`src/rtl/univ_shift_reg.sv`:
```
// Universal WIDTH-bit register: hold / shift right / shift left / load, synchronous preset,
// and a saturating shift counter that pulses done after a full-word serialisation.
// Optional wrap-around shifting via the rotate port when UREG_ROTATE_EN is defined.
module univ_shift_reg #(
   parameter int               WIDTH      = 8,
   parameter logic [WIDTH-1:0] PRESET_VAL = {WIDTH{1'b1}}
) (
   input  logic             clock,
   input  logic             clear,
   input  logic             preset,
   input  logic [1:0]       mode,
   input  logic [WIDTH-1:0] d,
   input  logic             sin_r,
   input  logic             sin_l,
`ifdef UREG_ROTATE_EN
   input  logic             rotate,
`endif
   output logic [WIDTH-1:0] q,
   output logic [WIDTH-1:0] qbar,
   output logic             sout_r,
   output logic             sout_l,
   output logic             done
);

   localparam int            CW       = $clog2(WIDTH + 1);
   localparam logic [CW-1:0] CNT_FULL = CW'(WIDTH);

   logic [CW-1:0] cnt;
   logic          ins_r;
   logic          ins_l;
   logic          shifting;

   always_comb begin
      ins_r = sin_r;
      ins_l = sin_l;
`ifdef UREG_ROTATE_EN
      if (rotate) begin
         ins_r = q[0];
         ins_l = q[WIDTH-1];
      end
`endif
   end

   assign shifting = mode[0] ^ mode[1];
   assign qbar     = ~q;
   assign sout_r   = q[0];
   assign sout_l   = q[WIDTH-1];

   always_ff @(posedge clock or negedge clear) begin
      if (!clear) begin
         q    <= '0;
         cnt  <= '0;
         done <= 1'b0;
      end else if (!preset) begin
         q    <= PRESET_VAL;
         cnt  <= '0;
         done <= 1'b0;
      end else begin
         done <= 1'b0;
         case (mode)
            2'b01:   q <= {ins_r, q[WIDTH-1:1]};
            2'b10:   q <= {q[WIDTH-2:0], ins_l};
            2'b11:   q <= d;
            default: q <= q;
         endcase
         // Counter saturates at WIDTH so done fires only on the WIDTH-1 -> WIDTH step.
         if (mode == 2'b11) begin
            cnt <= '0;
         end else if (shifting && (cnt != CNT_FULL)) begin
            cnt  <= cnt + 1'b1;
            done <= (cnt == CNT_FULL - 1'b1);
         end
      end
   end

endmodule
```
`config.mk`:
```
export PLATFORM = sky130hd
export DESIGN_NAME = univ_shift_reg
export DESIGN_NICKNAME = d
export VERILOG_FILES = /design/src/rtl/univ_shift_reg.sv
export SDC_FILE = /design/constraint.sdc
export NUM_CORES = 1
export LEC_CHECK = 0
export CAP_MARGIN = 10
export CORE_ASPECT_RATIO = 1.2
export CORE_UTILIZATION = 40
export DETAILED_ROUTE_END_ITERATION = 10
export PLACE_DENSITY = 0.74
export SYNTH_ARGS = -nofsm -noshare
export SYNTH_HDL_FRONTEND = slang
export SYNTH_SLANG_ARGS = --single-unit
```
`constraint.sdc`:
```
create_clock -name clock -period 1.6 [get_ports clock]
set_input_delay 0.16 -clock clock [delete_from_list [all_inputs] [get_ports clock]]
set_output_delay 0.16 -clock clock [all_outputs]
set_load 0.02 [all_outputs]
```
==> metrics.md <==
| Metric | Value |
|---|---|
| Die ar. | roughly 2100 um2 |
| Worst r2r src | cnt[0]$_DFFE_PN0P_ |
| Layout area overhead | 51.7% |
| Share of cells above drive strength 1 | roughly a tenth |
| Gpl congestion | slightly above 0.8 |
| PnR Total Power | approximately 920 uW |
| RSZ-0062 raised after global routing | no |
| DR iter-0 viols | 10 |
| R2R depth | 5 |
| Cell Area, Synth | 769 um2 |
| # diodes | 0 |
| Port bufs | 33 |
| Netlist cell types | 23 |
| Worst Path Required | between 1 and 1.5 ns |
| CTS sink count | 13 |
| Crit-path max FO | 5 |
| Global-route wire length before repair | 3.02 mm |
| Crit end category | primary output |
| Hold Fails Final Rpt | 0 |
| Mean Syn Cell Area | a little over 9 um2 |
| Sw power | 301 uW |
| Die width | roughly 42 um |
| Root Buffer | clkbuf_4 |
| Post-DRT Antenna Nets | 0 |
| Final cell count without fillers | 140 |
| Yosys top cell area share | between 40% and 50% |
| Setup ws final | 0.0643 ns |
| Clk pwr share | 22.6% |
| DR vias | roughly 750 |
| FF+latch count, synth | 13 |
| Share of flip-flops with an asynchronous set or reset | 100% |
| Final Setup Violations | 0 |
| Most frequent cells in the layout | clkdlybuf4s50_1 (30), dfrtp_1 (13), inv_1 (11), nand2_1 (9), nor2_1 (9) |
| Layout Nets | ~140 |
| P per Cell Area | about 790 nW/um2 |
| Vias in the first global route | a little under 700 |
| Yosys top cell by area | dfrtp_1 |
| Net switching fraction of the power | approximately 33% |
| Ports | 34 |
| Place WS | -0.103 ns |
| Drt pass-1 iters | 4 |
| Fin. max-slew vios | 0 |
| Commonest non-fill, non-tap cell in the layout | clkdlybuf4s50_1 |
| Setup crit start kind | register |
| R2r endpoint | cnt[0]$_DFFE_PN0P_ |
| Outcome | finished, final reports clean |
| Peak supply drop | approximately 0.00044 V |
| Fin Clk Skew | ~0.0062 ns |
| Sequential share of power | a little over two fifths |
| # H-tree levels | 1 |
| Detailed placement HPWL | ~1.3 mm |
| Post-synth EDFFs | 0 |
| R2r setup slk | between 0.15 and 0.2 ns |
| Crit path time final | ~1.5 ns |
| Leakage power | about 0.57 nW |
| Cells after Synth | 84 |
| Post-synth net total | around 100 |
| Max Cap Violations | 0 |
| Synth area leaders | dfrtp_1 (42%), a41oi_1 (9.1%), a22oi_1 (7.8%) |
| Seq/Total Area, Yosys | between 40% and 50% |
| Initial antenna violation count | 0 |
| Hold Crit Class | in2async |
| Total wire length | approximately 1.8 mm |
| # DRC | 0 |
| CTS Buffer Depth | 2 |
| Routed len/inst | 13.1 um |
| Critical path data arrival time | ~1.4 ns |
| Power Internal | slightly above 600 uW |
| Remaining global-route overflow | 0 |
| Num rows | 17 |
| Initial Utilization | between 40% and 50% |
| Top FF cell, synth | dfrtp_1 |
| Post-CTS setup buffers | 0 |
| Final Util | 63.8% |
| Crit Path Category | reg2out |
| Slew @ Worst Pin | between 0.6 and 0.7 ns |
| Pin count of the biggest net entering global routing | 17 |
| Clk slew on worst S/H paths | 0.09 ns |
| Vias per cell | 5.39 |
| Min Hold Slack | between 0.2 and 0.3 ns |
| Maximum clock frequency | 651 MHz |
| Core box area | 1830 um2 |
| Gate power share | 35.2% |
| # placed instances | between 100 and 150 |
| Period utilization | a little over nine tenths |
| Critical path origin | q[5]$_DFFE_PN0P_ |
| CTS Buf Count | 3 |
| Worst-Skew Late Latency | roughly 0.28 ns |
| Headroom to the max-slew limit | 57.9% |
| CTS tree | built |
| Total GRT Usage | 19.1% |
| Die height | between 50 and 60 um |
| Synthesis warning total | 0 |
[power by group through the flow]
| stage | Clock [mW] | Sequential, mW | Combinational [mW] |
|---|---|---|---|
| after detailed placement | 0 | 0.396 | 0.328 |
| after global placement | 0 | 0.395 | 0.325 |
| after global routing | 0.241 | 0.395 | 0.349 |
| after floorplan | 0 | 0.417 | 0.138 |
| final | 0.208 | 0.389 | 0.324 |
| after CTS | 0.219 | 0.390 | 0.329 |
[critical path, cell delays in order (launching register included)]
cell,delay (ns)
dfrtp_1,0.44
inv_1,0.07
clkdlybuf4s50_1,0.59
[worst max-delay path by stage]
stage	endpoint	slack, ns	depth (start not counted)
detailed placement	cnt[2]$_DFFE_PN0P_	-0.10	6
floorplan	cnt[0]$_DFFE_PN0P_	0.30	5
CTS	qbar[5]	0.04	2
global route	qbar[2]	0.0002	2
finish	qbar[5]	0.06	2
global placement	cnt[2]$_DFFE_PN0P_	-0.07	6
[timing repair]
action / in CTS / in global routing
gates resized for setup: 0 / 3
hold buffers: 0 / 0
endpoints found under the setup margin: 0 / 3
[metal layers]
| metal | track usage, % | routed length (um) |
|---|---|---|
| met3 | 6.23 | 129 |
| met2 | 32.6 | 899 |
| met4 | 7.81 | 5 |
| met5 | 0 | 0 |
| met1 | 21.9 | 798 |
[cell type report]
cell class              instances  area, um2
inverters                      11       41.3
well taps                      19       23.8
repair buffers                 39        383
clock buffers                   4       26.3
multi-input cells              54        368
flip-flops and latches         13        325
fillers                       159        662
[synth_stat cells (2+ instances only)]
cell type	instances
nor2_1	9
ha_1	4
nand2_1	9
dfrtp_1	13
a22oi_1	8
buf_4	2
inv_1	11
a41oi_1	8
a21oi_1	2
buf_2	4
nand2b_1	2
[registers in the layout, indices dropped and copies added, names as in the netlist]
register and flops:
cnt 4, done 1, q 8
[through the flow]
| stage | TNS [ns] | cell area (um2) |
|---|---|---|
| final | 0 | 1170 |
| after global routing | 0 | 1170 |
| after CTS | 0 | 1160 |
| after detailed placement | -0.858 | 1130 |
| after global placement | -0.682 | 1130 |
| after floorplan | 0 | 769 |
[kinds of logic after synthesis]
family	count (synthesis)	share of synthesized area (%)
fa+ha+maj	4	6.50
buf+inv	17	9.92
simple gates	27	17.9
xor+xnor	1	1.14
compound gates	22	22.3
flops	13	42.3
Power figures use the tool's default switching activity.
